==> src/rtl/pipe_ctrl_pkg.sv <==
// Shared definitions for the pipeline hazard/stall controller:
// stall-cause codes, memory-wait FSM states and the register address width.
package pipe_ctrl_pkg;

  localparam int REG_AW_DEF = 5;

  typedef enum logic [1:0] {
    CAUSE_NONE = 2'd0,
    CAUSE_RAW  = 2'd1,
    CAUSE_MEM  = 2'd2,
    CAUSE_HALT = 2'd3
  } stall_cause_e;

  typedef enum logic {
    ST_RUN      = 1'b0,
    ST_MEM_WAIT = 1'b1
  } ctrl_state_e;

endpackage

==> src/rtl/hazard_cmp.sv <==
// Compares one in-flight destination register against the ID-stage sources.
// Register 0 is hard-wired to zero and therefore never creates a dependence.
module hazard_cmp
  import pipe_ctrl_pkg::*;
#(
  parameter int REG_AW = REG_AW_DEF
) (
  input  logic [REG_AW-1:0] dst,
  input  logic [REG_AW-1:0] rs,
  input  logic [REG_AW-1:0] rt,
  input  logic              use_rs,
  input  logic              use_rt,
  output logic              hit
);

  assign hit = (dst != '0) && (((dst == rs) && use_rs) || ((dst == rt) && use_rt));

endmodule

==> src/rtl/pipe_hazard_ctrl.sv <==
// Pipeline control for the 5-stage core: load-use bubbles, optional RAW stalls
// without forwarding, data-memory wait FSM with timeout, and branch flushes.
module pipe_hazard_ctrl
  import pipe_ctrl_pkg::*;
#(
  parameter int REG_AW      = REG_AW_DEF,
  parameter int LU_BUBBLES  = 1,
  parameter int FWD_EN      = 1,
  parameter int MEM_TIMEOUT = 64,
  parameter int CNT_W       = 16
) (
  input  logic              clk_i,
  input  logic              rst_n_i,
  input  logic              start_i,
  input  logic [REG_AW-1:0] id_rs_i,
  input  logic [REG_AW-1:0] id_rt_i,
  input  logic              id_use_rs_i,
  input  logic              id_use_rt_i,
  input  logic              ex_memread_i,
  input  logic              ex_regwrite_i,
  input  logic [REG_AW-1:0] ex_rd_i,
  input  logic              mem_regwrite_i,
  input  logic [REG_AW-1:0] mem_rd_i,
  input  logic              br_taken_i,
  input  logic              dmem_req_i,
  input  logic              dmem_ack_i,
  output logic              pc_we_o,
  output logic              ifid_we_o,
  output logic              ifid_flush_o,
  output logic              idex_we_o,
  output logic              idex_bubble_o,
  output logic              exmem_we_o,
  output logic              memwb_bubble_o,
  output logic [1:0]        stall_cause_o,
  output logic [CNT_W-1:0]  stall_cnt_o,
  output logic              err_o
);

  localparam int WAIT_W = $clog2(MEM_TIMEOUT + 1);
  localparam logic [WAIT_W-1:0] WAIT_MAX = WAIT_W'(MEM_TIMEOUT);
  // The detecting cycle is itself the first bubble, so only the remainder is stored.
  localparam logic [1:0] LU_RELOAD = 2'(LU_BUBBLES - 1);

  ctrl_state_e       state, state_nxt;
  stall_cause_e      cause;
  logic [1:0]        lu_cnt;
  logic [WAIT_W-1:0] wait_cnt, wait_cnt_nxt;
  logic              hit_ex, hit_mem, lu_detect, raw_stall, data_stall;

  hazard_cmp #(.REG_AW(REG_AW)) u_cmp_ex (
    .dst(ex_rd_i), .rs(id_rs_i), .rt(id_rt_i),
    .use_rs(id_use_rs_i), .use_rt(id_use_rt_i), .hit(hit_ex)
  );

  hazard_cmp #(.REG_AW(REG_AW)) u_cmp_mem (
    .dst(mem_rd_i), .rs(id_rs_i), .rt(id_rt_i),
    .use_rs(id_use_rs_i), .use_rt(id_use_rt_i), .hit(hit_mem)
  );

  assign lu_detect  = (state == ST_RUN) && (lu_cnt == 2'd0) && ex_memread_i && hit_ex;
  assign raw_stall  = (FWD_EN == 0) &&
                      ((ex_regwrite_i && hit_ex) || (mem_regwrite_i && hit_mem));
  assign data_stall = (lu_cnt != 2'd0) || lu_detect || raw_stall;

  always_comb begin
    state_nxt = state;
    case (state)
      ST_RUN:      if (dmem_req_i && !dmem_ack_i) state_nxt = ST_MEM_WAIT;
      ST_MEM_WAIT: if (dmem_ack_i) state_nxt = ST_RUN;
      default:     state_nxt = ST_RUN;
    endcase
  end

  // The failed request cycle counts as the first cycle of the wait.
  always_comb begin
    wait_cnt_nxt = '0;
    if (state == ST_RUN) begin
      if (state_nxt == ST_MEM_WAIT) wait_cnt_nxt = WAIT_W'(1);
    end else if (wait_cnt != WAIT_MAX) begin
      wait_cnt_nxt = wait_cnt + WAIT_W'(1);
    end else begin
      wait_cnt_nxt = wait_cnt;
    end
  end

  always_comb begin
    pc_we_o        = 1'b1;
    ifid_we_o      = 1'b1;
    ifid_flush_o   = 1'b0;
    idex_we_o      = 1'b1;
    idex_bubble_o  = 1'b0;
    exmem_we_o     = 1'b1;
    memwb_bubble_o = 1'b0;
    cause          = CAUSE_NONE;
    if (!rst_n_i || !start_i) begin
      pc_we_o    = 1'b0;
      ifid_we_o  = 1'b0;
      idex_we_o  = 1'b0;
      exmem_we_o = 1'b0;
      cause      = CAUSE_HALT;
    end else if (state == ST_MEM_WAIT) begin
      pc_we_o        = 1'b0;
      ifid_we_o      = 1'b0;
      idex_we_o      = 1'b0;
      exmem_we_o     = 1'b0;
      memwb_bubble_o = 1'b1;
      cause          = CAUSE_MEM;
    end else if (data_stall) begin
      pc_we_o       = 1'b0;
      ifid_we_o     = 1'b0;
      idex_bubble_o = 1'b1;
      cause         = CAUSE_RAW;
    end else if (br_taken_i) begin
      ifid_flush_o = 1'b1;
    end
  end

  assign stall_cause_o = cause;

  always_ff @(posedge clk_i or negedge rst_n_i) begin
    if (!rst_n_i) begin
      state       <= ST_RUN;
      lu_cnt      <= 2'd0;
      wait_cnt    <= '0;
      stall_cnt_o <= '0;
      err_o       <= 1'b0;
    end else begin
      state    <= state_nxt;
      wait_cnt <= wait_cnt_nxt;
      // lu_cnt only advances while the pipeline is actually moving.
      if (start_i && state == ST_RUN) begin
        if (lu_detect) lu_cnt <= LU_RELOAD;
        else if (lu_cnt != 2'd0) lu_cnt <= lu_cnt - 2'd1;
      end
      if (wait_cnt_nxt == WAIT_MAX) err_o <= 1'b1;
      if ((cause == CAUSE_RAW || cause == CAUSE_MEM) && stall_cnt_o != '1)
        stall_cnt_o <= stall_cnt_o + CNT_W'(1);
    end
  end

endmodule

==> config.mk <==
export PLATFORM = sky130hd
export DESIGN_NAME = pipe_hazard_ctrl
export DESIGN_NICKNAME = d
export VERILOG_FILES = /design/src/rtl/pipe_ctrl_pkg.sv /design/src/rtl/hazard_cmp.sv /design/src/rtl/pipe_hazard_ctrl.sv
export SDC_FILE = /design/constraint.sdc
export NUM_CORES = 1
export LEC_CHECK = 0
export CAP_MARGIN = 20
export CORE_MARGIN = 3
export CORE_UTILIZATION = 30
export DETAILED_ROUTE_END_ITERATION = 10
export GPL_TIMING_DRIVEN = 0
export PLACE_DENSITY = 0.67
export SLEW_MARGIN = 15
export SYNTH_ARGS = -nofsm -noshare
export SYNTH_HDL_FRONTEND = slang
export SYNTH_SLANG_ARGS = --single-unit
==> constraint.sdc <==
create_clock -name clk_i -period 2.4 [get_ports clk_i]
set_input_delay 0.48 -clock clk_i [delete_from_list [all_inputs] [get_ports clk_i]]
set_output_delay 0.48 -clock clk_i [all_outputs]
set_load 0.02 [all_outputs]
* Word-level counts from Yosys, hierarchy flattened
Cells that the tools add are included.
Word-level totals: flip-flop bits (word level) 27, bits in latches 0, RAM bits 0, ROM bits 0, logic and storage cells 62, memories 0
Operators by class: add/sub/neg operators 3, $mul 0, divide/modulo/power cells 0, magnitude comparators 0, equal/unequal tests 7, shift-type cells 0, muxes and demuxes 25, bitwise gates (word level) 1, reductions and logical operators 21
Operators by type and width (count):
- $mux 1 | 18
- $add 16x1->16 const B | 1
- $ne 16x16->1 const B | 1
- $mux 7 | 2
- $eq 5x5->1 | 2
- $logic_and 1x1->1 | 9
- $mux 2 | 4
- $add 7x1->7 const B | 1
- $eq 7x7->1 const B | 1
- $ne 7x7->1 const B | 1
- $reduce_bool 5->1 | 1
- $logic_or 1x1->1 | 4
- $reduce_bool 2->1 | 2
- $logic_not 1->1 | 3
- $eq 2x1->1 const B | 1
- $eq 2x2->1 const B | 1
- $logic_not 2->1 | 1
- $pmux 1 s2 | 1
- $reduce_and 2->1 | 1
- $sub 2x1->2 const B | 1
- $not 1->1 | 1

* Logic depth before layout (Yosys ltp)
Gate-level depths: netlist of run 1.
depth after elaboration 12, depth in mapped cells 9

* Modules after synthesis
A second synthesis of run 1 with hierarchy kept.
Second synthesis, totals: cell total of the unflattened synthesis 164, area, all modules 1560.2 µm²
Modules (own cells, without submodules):
- pipe_hazard_ctrl | instances 1, cells each 147, area an instance 1427.6 µm², sequential area each 675.6 µm²
- hazard_cmp | instances 1, cells each 17, area an instance 132.6 µm², sequential area each 0.0 µm²

* Worst setup path before layout of run 1
OpenSTA, ideal clock, no wires.
path type input port to output port, start input ex_rd_i[1], end output pc_we_o, arrival 1.905 ns, slack 0.015 ns, stages 5, path buffers 1, cells stage by stage or4_1 o21a_1 a21boi_1 and2_1 buf_4
On the way: word-level cells in the longest chain between the ends 9, elaborated cells on any way between the ends 12, classes of those cells 2 x eq/ne; 3 x mux; 7 x reduce/logical
Ends and longest elaborated chain:
- start, declared | line pipe_hazard_ctrl.sv:21 | input logic [REG_AW-1:0] ex_rd_i,
- $eq 5x5->1 | line hazard_cmp.sv:16 | assign hit = (dst != '0) && (((dst == rs) && use_rs) || ((dst == rt) && use_rt));
- $logic_and 1x1->1 | line hazard_cmp.sv:16
- $logic_or 1x1->1 | line hazard_cmp.sv:16
- $logic_and 1x1->1 * | line hazard_cmp.sv:16
- $logic_and 1x1->1 * | line pipe_hazard_ctrl.sv:60 | assign lu_detect = (state == ST_RUN) && (lu_cnt == 2'd0) && ex_memread_i && hit_ex;
- $logic_or 1x1->1 * | line pipe_hazard_ctrl.sv:63 | assign data_stall = (lu_cnt != 2'd0) || lu_detect || raw_stall;
- $mux 1 * (3 in a row)
- end, declared | line pipe_hazard_ctrl.sv:27 | output logic pc_we_o,
Every way passes the cells marked *; elsewhere a longest branch is shown, timed or not.

* Final worst setup path of run 1
start input ex_rd_i[0], end output stall_cause_o[0]
On the way: word-level cells in the longest chain between the ends 9, elaborated cells on any way between the ends 12, classes of those cells 2 x eq/ne; 3 x mux; 7 x reduce/logical
Ends and longest elaborated chain:
- $eq 5x5->1 | line hazard_cmp.sv:16
- $logic_and 1x1->1 | line hazard_cmp.sv:16
- $logic_or 1x1->1 | line hazard_cmp.sv:16
- $logic_and 1x1->1 * | line hazard_cmp.sv:16
- $logic_and 1x1->1 * | line pipe_hazard_ctrl.sv:60
- $logic_or 1x1->1 * | line pipe_hazard_ctrl.sv:63
- $mux 1 * | line pipe_hazard_ctrl.sv:108 | end else if (data_stall) begin
- $mux 2 * | line pipe_hazard_ctrl.sv:101 | end else if (state == ST_MEM_WAIT) begin
- $mux 2 * | line pipe_hazard_ctrl.sv:95 | if (!rst_n_i || !start_i) begin
- end, declared | line pipe_hazard_ctrl.sv:34 | output logic [1:0] stall_cause_o,
Marks and branches as above.

==> results_dict.tcl, run 1 <==
set metrics [dict create \
    status "finished, final reports clean" \
    p_int_mw 0.8990 \
    drc 0 \
    fin_crit_sh_pct 97.84 \
    fin_cells 282 \
    worstSetupPathType "primary input to output pin" \
    finalSetupTns_ns 0 \
    p_sw_share_pct 34.95 \
    ys_warn_count 0 \
    dieHeight_microns 78.35 \
    crit_required_ns 1.92 \
    antenna_found_initial 0 \
    syn_area_sq_um 1570 \
    cts_buffers 3 \
    dp.final_hpwl_microns 2667 \
    tritoncts "done" \
    yosysUniqueCellTypes 41 \
    avgViaCountPerCell 4.596 \
    combPwrFrac_pct 38.0 \
    tightest_slew_ns 0.3525 \
    yosys.area.top_type_share_pct 43.03 \
    io_pins 57 \
    grt_pass1_wl_microns 6044 \
    ys.flop_type "dfrtp_1" \
    num_vias 1296 \
    post-place-cells 274 \
    reg2regPathDepth 8 \
    synth_top_cell_by_area "dfrtp_1" \
    fp.dieW_microns 78.35 \
    cp_max_fo 4 \
    cts.sinks 27 \
    ys_ff_latch 27 \
    initial_core_util_pct 32.18 \
    hold_class "primary input to async pin" \
    grt_max_degree 30 \
    first_global_vias 1322 \
    setup_viol 0 \
    drt-initial-drc-count 65 \
    drive_gt1_share_pct 16.74 \
    postRouteAntennaNets 0 \
    clock_latency_ns 0.27 \
    numPortBuffers 49 \
    fin_nets 251 \
    synth-async-reset-ratio_pct 100.0 \
    slew_viol_final 0 \
    slew_headroom_pct 76.17 \
    fin_crit_ns 2.348 \
    vdd_drop_max_uv 382.3 \
    reg2reg_to "err_o" \
    wirelength_microns 3613 \
    total_power_mw 1.382 \
    clock_skew_ns 0.002997 \
    syn_inst 158 \
    reg2reg_slack_ns 0.33 \
    cts_buffer_depth 2 \
    startpoint_type "primary input" \
    syn_to_final_growth_pct 42.63 \
    die-area_sq_um 6138 \
    fmax_mhz 425.9 \
    rows 25 \
    dr.pass1.iters 4 \
    clk_pin_slew_ns 0.09 \
    seq_area_frac_synth_pct 43.03 \
    core_area_sq_um 4880 \
    rsz0062_at_grt "yes" \
    clockRootBuffer "clkbuf_8" \
    critPathArrivalTime_ns 1.87 \
    diodes 0 \
    avgRoutedWirePerCell_microns 12.81 \
    p_seq_share_pct 43.5 \
    synth_nets 193 \
    r2r-start "wait_cnt[2]" \
    power_density_nw_per_um2 617.1 \
    htree_levels 1 \
    n_fill_cell 492 \
    syn_area_per_cell_sq_um 9.938 \
    power.leakage_nw 1.089 \
    switching_power_mw 0.4831 \
    maxCapViolations 0 \
    grt_usage_pct 12.22 \
    finalHoldViolCount 0 \
    synth.area.top_cells "dfrtp_1 43%, xor2_1 8.9%, xnor2_1 8.4%, ha_1 3.2%, nor4_1 2.8%" \
    p_clk_share_pct 18.5 \
    overflow 0 \
    synth_edf_count 0 \
    gp_congestion 0.8050 \
    end_kind "output pin" \
]
## placed cells by master, fill, tap and decap left out, types with 2 or more instances in the layout
| cell | count |
|---|---|
| clkbuf_8 | 3 |
| clkbuf_2 | 3 |
| xnor2_1 | 15 |
| buf_6 | 5 |
| nand2_1 | 10 |
| dlymetal6s2s_1 | 10 |
| nand3_1 | 7 |
| inv_1 | 6 |
| xor2_1 | 16 |
| o31ai_1 | 2 |
| clkdlybuf4s50_1 | 25 |
| dlygate4sd2_1 | 3 |
| nor2_1 | 8 |
| dfrtp_1 | 27 |
| o21ai_0 | 3 |
| clkbuf_1 | 2 |
| buf_4 | 8 |
| and3_1 | 2 |
| mux2_2 | 2 |
| and2_1 | 4 |
| nand4_1 | 6 |
| nor3_1 | 4 |
| buf_2 | 5 |
| nand2b_1 | 2 |
| nor4_1 | 7 |
| ha_1 | 4 |
| nor2b_1 | 2 |
| nor4b_1 | 3 |
## per-stage QoR
| step | utilization, % | hold WS, ns | setup slack (ns) | cell area [sq um] |
|---|---|---|---|---|
| after detailed placement | 43.85 | 0.4466 | -0.9985 | 2140 |
| after global placement | 43.95 | 0.4420 | -1.707 | 2145 |
| after global routing | 45.90 | 0.1262 | -0.02340 | 2240 |
| after CTS | 45.33 | 0.1199 | -0.0001243 | 2212 |
| after floorplan | - | 0.1844 | 0.01546 | 1570 |
| final | 45.90 | 0.1098 | 0.05190 | 2240 |
## timing repair
item	CTS	global route
buffers inserted	3	1
pin swaps	7	16
hold buffers	0	0
endpoints found under the setup margin	8	6
hold endpoints to repair	0	0
resized for setup	54	14
## cell usage after synthesis (2+ instances only)
| library cell | number |
|---|---|
| dfrtp_1 | 27 |
| xor2_1 | 16 |
| xnor2_1 | 15 |
| nand2_1 | 11 |
| nor2_1 | 9 |
| nand3_1 | 7 |
| nor4_1 | 7 |
| inv_1 | 6 |
| nand4_1 | 6 |
| and2_1 | 5 |
| ha_1 | 4 |
| nor3_1 | 4 |
| nor4b_1 | 3 |
| o21ai_0 | 3 |
| and3_1 | 2 |
| buf_2 | 2 |
| buf_4 | 2 |
| clkbuf_1 | 2 |
| mux2_2 | 2 |
| nand2b_1 | 2 |
| nor2b_1 | 2 |
| o31ai_1 | 2 |
## area by class of cell
cell class                      count  area [sq um]  share of cell area (%)
Multi-Input combinational cell    118         850.8                   37.99
Sequential cell                    27         675.6                   30.17
Timing Repair Buffer               53         516.7                   23.07
Tap cell                           67         83.83                   3.743
Clock buffer                        4         45.04                   2.011
Buffer                              7         45.04                   2.011
Inverter                            6         22.52                   1.006
## worst max-delay path, stage by stage
cell,delay (ns)
buf_2,0.12
or4_1,0.51
o21a_1,0.21
a21boi_2,0.17
buf_4,0.15
o21bai_1,0.07
buf_4,0.16
## how the worst max path moves through the flow
stage	endpoint	slack, ns	from	cells after the start
CTS	pc_we_o	-0.0001	id_rs_i[1]	8
detailed placement	pc_we_o	-1.0	ex_rd_i[1]	7
floorplan	pc_we_o	0.02	ex_rd_i[1]	5
global route	stall_cause_o[0]	-0.02	ex_rd_i[0]	7
global placement	pc_we_o	-1.71	rst_n_i	6
finish	stall_cause_o[0]	0.05	ex_rd_i[0]	7
## flip-flops by register name, indices dropped and copies added (netlist names)
name / count
stall_cnt_o: 16
wait_cnt: 7
lu_cnt: 2
err_o: 1
state: 1
## power groups by stage
stage               clock network [mW]  logic (mW)  registers [mW]
detailed placement                   0       0.506           0.609
global route                     0.290       0.575           0.614
global placement                     0       0.501           0.607
finish                           0.256       0.525           0.602
CTS                              0.270       0.529           0.601
floorplan                            0       0.237           0.650
## cell families (layout without fill, tap and decap cells)
| group | count (synthesis) | in the layout | synth area share, % |
|---|---|---|---|
| AOI/OAI and AO/OA | 15 | 15 | 6.853 |
| xor gates and xnor gates | 31 | 31 | 17.29 |
| adders and majority gates | 4 | 4 | 3.187 |
| buffers and inverters | 13 | 70 | 4.223 |
| DFF | 27 | 27 | 43.03 |
| muxes | 3 | 3 | 2.072 |
| and+or+nand+nor | 65 | 65 | 23.35 |
## per-layer routing
metal | part of all wire (%) | up-vias | track usage (%)
li1 | - | 664 | -
met4 | 0 | 0 | 2.098
met5 | 0 | - | 0
met1 | 45 | 602 | 15.48
met2 | 49 | 30 | 20.29
met3 | 6.0 | 0 | 4.358
Note: power is estimated with default switching activity, not from simulation.
==> run 2, diff against run 1 <==
Settings changed: CORE_UTILIZATION 30 to 25, DONT_BUFFER_PORTS set to 1, PLACE_DENSITY 0.67 to 0.47, REMOVE_ABC_BUFFERS set to 1.
==> run 2 against run 1 <==
Compared with the run above:
- maximum frequency increased by 3.6%
- first-iteration DRC count decreased by 58%
- global-route usage decreased by 2.6 points
- flip-flop and latch count unchanged
- design area decreased by 24%
- sequential share of layout area increased by 9.6 points
- largest power group unchanged
==> results_dict.tcl, run 2 (synthesis gave the netlist of run 1 again) <==
set metrics [dict create \
    reg2reg_to "stall_cnt_o[1]" \
    crit_end "pc_we_o" \
    worstSetupPathType "primary input to output pin" \
    reg.largest.list "stall_cnt_o x16, wait_cnt x7, lu_cnt x2" \
    final_common_cell "dfrtp_1" \
    avgRoutedWirePerCell_microns 14.38 \
    syn_to_final_growth_pct 8.128 \
    total_power_mw 1.205 \
    startpoint "ex_rd_i[1]" \
    num_vias 1085 \
    grt_pass1_wl_microns 5582 \
    regMostFlops "stall_cnt_o" \
    slew_viol_final 0 \
    tritoncts "done" \
    cts_buffers 3 \
    final_cell_mix "27 x dfrtp_1, 16 x xor2_1, 15 x xnor2_1" \
    clock_skew_ns 0.007685 \
    diodes 0 \
    drc 0 \
    maxCapViolations 0 \
    place_ws_ns -0.2238 \
    drive_gt1_share_pct 8.974 \
    antenna_found_initial 0 \
    htree_levels 1 \
    crit_required_ns 1.92 \
    fmax_mhz 441.3 \
    grt_usage_pct 9.571 \
    rows 28 \
    fin_ws_ns 0.1342 \
    slew_headroom_pct 54.67 \
    fin_cells 231 \
    fp.dieW_microns 85.25 \
    finish.utilization_pct 28.34 \
    cts.sinks 27 \
    end_kind "output pin" \
    n_fill_cell 630 \
    drt-initial-drc-count 27 \
    die-area_sq_um 7268 \
    cts_buffer_depth 2 \
    power.leakage_nw 0.7527 \
    initial_core_util_pct 26.21 \
    core_area_sq_um 5991 \
    avgViaCountPerCell 4.697 \
    clockRootBuffer "clkbuf_8" \
    setup_viol 0 \
    dr.pass1.iters 4 \
    largest_register_ffs 16 \
    rsz0062_at_grt "no" \
    dieHeight_microns 85.25 \
    wirelength_microns 3322 \
    clk_pin_slew_ns 0.09 \
    first_global_vias 1103 \
    status "finished, final reports clean" \
    power_density_nw_per_um2 709.9 \
    postRouteAntennaNets 0 \
    fin_crit_sh_pct 94.41 \
    postLayoutCellArea_sq_um 1698 \
    dp.final_hpwl_microns 2492 \
    r2r-start "stall_cnt_o[0]" \
    post-place-cells 226 \
    clock_latency_ns 0.27 \
    fin_nets 192 \
    critPathArrivalTime_ns 1.79 \
    gp_congestion 0.7269 \
    overflow 0 \
    fin_crit_ns 2.266 \
    io_pins 57 \
    grt_max_degree 28 \
    post_cts_buffers 0 \
    dpl-instance-area_sq_um 1620 \
    reg2reg_slack_ns 0.39 \
    numPortBuffers 0 \
    cp_max_fo 6 \
    vdd_drop_max_uv 365.3 \
    finalHoldViolCount 0 \
    hold_class "primary input to async pin" \
    startpoint_type "primary input" \
    reg2regPathDepth 6 \
    tightest_slew_ns 0.6799 \
]
## run 2: changes by cell type in the layout (fill, tap and decap cells not counted), sizes merged
cell           previous run  this run
dlymetal6s2s             10         0
clkbuf                    8         4
dlygate4sd2               3         0
clkdlybuf4s50            25         0
buf                      18         1
## run 2: area by class of cell
| type | count | area [sq um] | share of cell area, % |
|---|---|---|---|
| clock buffers | 4 | 45.04 | 2.653 |
| inverters | 6 | 22.52 | 1.326 |
| multi-input cells | 118 | 840.8 | 49.52 |
| flip-flops and latches | 27 | 675.6 | 39.79 |
| well taps | 75 | 93.84 | 5.527 |
| repair buffers | 1 | 20.02 | 1.179 |
## run 2: power by group
group / internal [mW] / leakage (nW) / switching [mW]
clock network: 0.119 / 0.0228 / 0.136
registers: 0.521 / 0.356 / 0.147
logic: 0.119 / 0.374 / 0.163
total: 0.759 / 0.753 / 0.447
## run 2: per-layer routing
layer	wire (microns)	vias to the layer above	track usage, %
li1	-	550	-
met1	1571	511	12.86
met2	1517	22	14.90
met3	213	2	3.786
met4	19	0	1.295
met5	0	-	0
## run 2: per-stage QoR
step,setup TNS [ns],hold WS [ns]
after global placement,-0.4386,0.1853
final,0,0.01490
after global routing,0,0.008299
after detailed placement,-0.4163,0.1851
after floorplan,0,0.1844
after CTS,0,0.01637
## run 2: worst min-delay path by stage
stage / from / to / slack (ns) / depth (start not counted)
after floorplan: rst_n_i / err_o / 0.18 / 0
after global placement: rst_n_i / state / 0.19 / 0
after detailed placement: rst_n_i / wait_cnt[0] / 0.19 / 0
after CTS: rst_n_i / wait_cnt[0] / 0.02 / 1
after global routing: rst_n_i / wait_cnt[0] / 0.008 / 1
final: rst_n_i / state / 0.01 / 1
## run 2: critical path, stage by stage
cell and delay [ns]:
or4_1 0.51, o21a_1 0.22, a21boi_2 0.25, and2_2 0.33
## run 2: repair_timing
item / 4_1_cts / 5_1_grt
endpoints found under the setup margin: 4 / 0
hold endpoints to repair: 27 / 0
resized for setup: 4 / 0
hold buffers: 1 / 0
==> run 3, diff against run 2 <==
Settings changed: SKIP_LAST_GASP set to 1.
==> results of run 3 <==
No change in the layout: final DEF, timing and power equal those of run 2.
==> variant 1, RTL diff (settings of run 2) <==
Change the parameter `CNT_W` from 16 to 24.
--- a/src/rtl/pipe_hazard_ctrl.sv
+++ b/src/rtl/pipe_hazard_ctrl.sv
@@ -8,5 +8,5 @@
   parameter int FWD_EN      = 1,
   parameter int MEM_TIMEOUT = 64,
-  parameter int CNT_W       = 16
+  parameter int CNT_W       = 24
 ) (
   input  logic              clk_i,
Interface: changed (resized stall_cnt_o); port bits go from 57 to 65. No check against the original RTL was run, so the function may have changed too.
==> variant 1 against run 2 <==
- routed wire length grew 31%
- combinational power grew 18%
- count of clock-buffer cells in the layout grew 3
- sequential power grew 20%
- cell area grew 32%
- setup slack lost 69 ps
- sequential share of layout area shrank 0.73 points
- maximum frequency shrank 2.9%
- synthesized cell count grew 27%
- register-to-register slack lost 80 ps
- total power grew 28%
- synthesized area grew 30%
- sequential cell count grew 8
- critical path type unchanged
- largest cell class unchanged
- largest power group unchanged
==> variant 1: results (changes against run 2) <==
| Metric | Value |
|---|---|
| Post-Synth XOR/XNOR Area | 0.1679 (-0.005012) |
| Top layer in use | met4 |
| First-pass GRT wire length | 7521 µm (+35%) |
| Pin count of the biggest net entering global routing | 36 (+29%) |
| Drt drc | 0 (unchanged) |
| GR Layer Usage met2 | 0.1685 (+0.01948) |
| Routed WL | 4358 µm (+31%) |
| Biggest regs | stall_cnt_o (24), wait_cnt (7), lu_cnt (2) |
| Sequential fraction of the synthesis area | 0.4305 (about the same) |
| Routed wl met3 | 276 µm (+30%) |
| Layout Cells excl Fill | 306 (+32%) |
| Worst slew pin tran | 637.5 ps (-42.44 ps) |
| Initial DRC Count | 56 (+110%) |
| CP delay by family, top | simple AND/OR/NAND/NOR gates |
| Clk slew on worst S/H paths | 70 ps (-20 ps) |
| Post-synth top cells | 35 x dfrtp_1, 29 x xnor2_1, 17 x nand3_1 |
| Wire length on met1 | 1881 µm (+20%) |
| Post-synthesis compound-gate area fraction | 0.07196 (+0.003430) |
| Met3 usage | 0.04535 (+0.007484) |
| Worst EP arrival | 1850 ps (+60 ps) |
| Synth Area in Adders | 0.02460 (-0.007272) |
| Clock skew | 3.043 ps (-4.642 ps) |
| Vias in the first global route | 1539 (+40%) |
| Post-synthesis mux area share | 0.01046 (-0.01026) |
| Met2 wire length | 2169 µm (+43%) |
| Comb pwr | 332 µW (+18%) |
| Critical path peak fanout | 4 (-2) |
| DPL Wire Length | 3135 µm (+26%) |
| Global routing usage on met1 | 0.1278 (-0.0008248) |
| Cell Int Power | 997.5 µW (+31%) |
| Max incr delay on CP | 310 ps (-200 ps) |
| Max rail drop VDD | 0.4422 mV (+21%) |
| Num CTS Buffers | 5 (+2) |
| Post-CTS Setup Repair Bufs | 0 (unchanged) |
| Total Nets Final | 238 (+24%) |
| Async SR Flop Fraction | 1.000 (unchanged) |
| CTS root buf | clkbuf_8 |
| R2R setup slack | 310 ps (-80 ps) |
| Syn Inst Count | 201 (+27%) |
| H-tree levels | 2 (+1) |
| Outcome | finished, final reports clean |
| Initial antenna violation count | 0 (unchanged) |
| First drt pass iteration count | 4 (unchanged) |
| GRT Total Usage | 0.1044 (+0.008694) |
| Cts repair resizes | 5 (+1) |
| Layout cells sized above 1 | 0.1127 (+0.02300) |
| Placed insts | 297 (+31%) |
| Clock insertion delay at the later pin of the skew report | roughly 280 ps |
| Max stage delay cell, worst path | nor4_2 |
| Lkg Pwr | 0.9358 nW (+24%) |
| Reg2reg path depth | 5 (-1) |
| Netlist cell types | 45 (+9.8%) |
| Top cells by area, synth | dfrtp_1 43%, xnor2_1 12%, xor2_1 4.3% |
| Via count | 1427 (+32%) |
| Gp weighted congestion | 0.7760 (+6.8%) |
| Clock power frac | 0.268 (+0.056) |
==> variant 1: changes by cell type after synthesis, sizes merged, moves of 3 or more <==
cell | run 2 | this run
dfrtp | 27 | 35
and3 | 2 | 12
nand4 | 6 | 9
nor2 | 9 | 14
nand3 | 7 | 18
nor4b | 3 | 0
nor4 | 7 | 3
nand4b | 0 | 3
xnor2 | 15 | 29
xor2 | 16 | 10
==> variant 1: stage by stage <==
step / hold WS, ps / cell area, µm² / total power [mW] / setup WS [ps] / TNS, ps
after detailed placement: 185.8 / 2110 / 1.125 / -149.2 / -230.4
after global routing: 16.01 / 2242 / 1.663 / -9.996 / -9.996
after global placement: 185.8 / 2110 / 1.119 / -148.2 / -241.9
after floorplan: 184.4 / 1982 / 1.046 / 48.98 / 0
after CTS: 23.61 / 2226 / 1.575 / 48.32 / 0
final: 21.49 / 2242 / 1.545 / 65.66 / 0
==> variant 1: layout make-up <==
type	instances	area, µm²
inverters	6	22.52
clock inverters	1	5.005
clock buffers	7	76.32
fillers	834	5565
repair buffers	1	20.02
flip-flops and latches	35	875.8
multi-input cells	154	1115
well taps	102	127.6
==> variant 1: cell families (layout without fill, tap and decap cells) <==
logic type               after synthesis  after routing
multiplexers                           2              2
AO/OA/AOI/OAI                         16             16
flip-flops                            35             35
AND/OR/NAND/NOR                       93             93
XOR/XNOR                              39             39
adder cells (fa/ha/maj)                4              4
buffers and inverters                 12             15
==> variant 1: final timing paths <==
kind / start / end
setup reg to reg: stall_cnt_o[7] / stall_cnt_o[1]
hold reg to reg: lu_cnt[1] / lu_cnt[1]
min in group clk_i: dmem_ack_i / state
max in group asynchronous: rst_n_i / stall_cnt_o[3]
hold / removal: rst_n_i / stall_cnt_o[8]
setup / recovery: ex_rd_i[3] / ifid_flush_o
==> variant 2, RTL diff (flow settings as in run 2) <==
Without the edit above. Register the output `err_o` once more, cleared by the reset; this adds one clock of latency there. The other outputs are not delayed to match.
--- a/src/rtl/pipe_hazard_ctrl.sv
+++ b/src/rtl/pipe_hazard_ctrl.sv
@@ -41,4 +41,6 @@
   // The detecting cycle is itself the first bubble, so only the remainder is stored.
   localparam logic [1:0] LU_RELOAD = 2'(LU_BUBBLES - 1);
+
+  logic err_s0;
 
   ctrl_state_e       state, state_nxt;
@@ -124,5 +126,5 @@
       wait_cnt    <= '0;
       stall_cnt_o <= '0;
-      err_o       <= 1'b0;
+      err_s0      <= 1'b0;
     end else begin
       state    <= state_nxt;
@@ -133,5 +135,5 @@
         else if (lu_cnt != 2'd0) lu_cnt <= lu_cnt - 2'd1;
       end
-      if (wait_cnt_nxt == WAIT_MAX) err_o <= 1'b1;
+      if (wait_cnt_nxt == WAIT_MAX) err_s0 <= 1'b1;
       if ((cause == CAUSE_RAW || cause == CAUSE_MEM) && stall_cnt_o != '1)
         stall_cnt_o <= stall_cnt_o + CNT_W'(1);
@@ -139,4 +141,12 @@
   end
 
+  always_ff @(posedge clk_i or negedge rst_n_i) begin
+    if (!rst_n_i) begin
+      err_o <= '0;
+    end else begin
+      err_o <= err_s0;
+    end
+  end
+
 endmodule
 
Function: same outputs for any inputs over 10 cycles, from zero or initial values and one cycle with rst_n_i low; that may be too few to reach the edited logic, so the function may still have changed.
==> variant 2 against run 2 <==
- total power is 16% higher
- synthesized area is 7.0% higher
- critical path depth is 1 higher
- sequential share of layout area is 2.5 points lower
- cell area is 11% higher
- sequential cell count is 1 higher
- register-to-register slack worse by 120 ps
- clock skew is 3.9 ps higher
- utilization is 1.0 points higher
- count of clock-buffer cells in the layout is 1 lower
- setup slack worse by 73 ps
- routed wire length is 14% higher
- clock power is 47% higher
- hold slack better by 240 ps
- critical endpoint unchanged
==> variant 2: results (changes against run 2) <==
| Metric | Value |
|---|---|
| DPL Wire Length | 2777 µm (+11%) |
| Met3 usage | 0.03669 (-0.001175) |
| Post-DR vias/cell | 4.914 (+4.6%) |
| Worst slew margin | 0.5327 (-0.01400) |
| Layout Cells excl Fill | 257 (+11%) |
| Post-synth top cells | 29 x xnor2_1, 28 x dfrtp_1, 18 x nor2_1 |
| Gp weighted congestion | 0.6889 (-5.2%) |
| Top cells by area, synth | dfrtp_1 42%, xnor2_1 15%, nand4_1 4.8% |
| Lkg Pwr | 0.7454 nW (-0.98%) |
| Post-DR wirelength/cell | 14.72 µm (+2.3%) |
| DP Area | 0.001728 mm² (+6.6%) |
| Placed insts | 249 (+10%) |
| Initial DRC Count | 60 (+120%) |
| Routed wl met3 | 316 µm (+48%) |
| Clock skew | 11.61 ps (+3.924 ps) |
| Place WS | -209.9 ps (+13.90 ps) |
| R2R setup slack | 270 ps (-120 ps) |
| Layout cells sized above 1 | 0.08889 (-0.0008547) |
| Net Sw Frac | 0.3496 (-0.02103) |
| Pin count of the biggest net entering global routing | 29 (+3.6%) |
| Total Nets Final | 216 (+13%) |
| First-pass GRT wire length | 6099 µm (+9.3%) |
| Syn_area_per_cell | 9.335 µm² (-6.1%) |
| Wire length on met1 | 1722 µm (+9.6%) |
| Outcome | finished, final reports clean |
| GR Layer Usage met2 | 0.1603 (+0.01126) |
| Max rail drop VDD | 0.1965 mV (-46%) |
| Sequential fraction of the synthesis area | 0.4170 (-0.01330) |
| Worst EP arrival | 1860 ps (+70 ps) |
==> variant 2: worst min path at each step <==
stage | start | endpoint | slack (ps) | cells after the start
global route | dmem_ack_i | state | 250 | 1
floorplan | rst_n_i | err_o | 180 | 0
global placement | rst_n_i | stall_cnt_o[14] | 190 | 0
finish | dmem_ack_i | state | 260 | 1
detailed placement | rst_n_i | stall_cnt_o[14] | 190 | 0
CTS | rst_n_i | stall_cnt_o[14] | 5 | 1
==> variant 2: worst max-delay path, stage by stage <==
cell     delay (ps)
or4_1           530
o21ai_2         200
inv_1           110
nand2_1         130
and4b_2         400
==> variant 2: cell families after synthesis <==
kind of cell	count (synthesis)	share of synthesized area
AND/OR/NAND/NOR	81	0.2494
AO/OA/AOI/OAI	17	0.07372
multiplexers	3	0.01862
adder cells (fa/ha/maj)	4	0.02979
buffers and inverters	15	0.04467
XOR/XNOR	32	0.1668
flip-flops	28	0.4170
==> variant 2: repair_timing <==
item | 4_1_cts | 5_1_grt
setup buffers | 0 | 2
hold endpoints to repair | 28 | 2
gates resized for setup | 3 | 4
pin swaps | 0 | 1
hold buffers | 1 | 1
endpoints found under the setup margin | 17 | 10
==> variant 2: power groups by stage <==
stage | Combinational [mW] | Sequential [mW] | Clock (mW)
6_report | 0.329 | 0.694 | 0.375
5_1_grt | 0.382 | 0.711 | 0.410
4_1_cts | 0.317 | 0.693 | 0.391
3_5_place_dp | 0.298 | 0.703 | 0
3_3_place_gp | 0.291 | 0.701 | 0
2_1_floorplan | 0.246 | 0.665 | 0
==> variant 2: cell type report <==
cell class,count,area [µm²]
fillers,663,4537
multi-input cells,137,930.9
flip-flops and latches,28,703.2
well taps,77,96.34
repair buffers,4,57.56
clock buffers,3,41.29
clock inverters,1,30.03
inverters,7,26.28
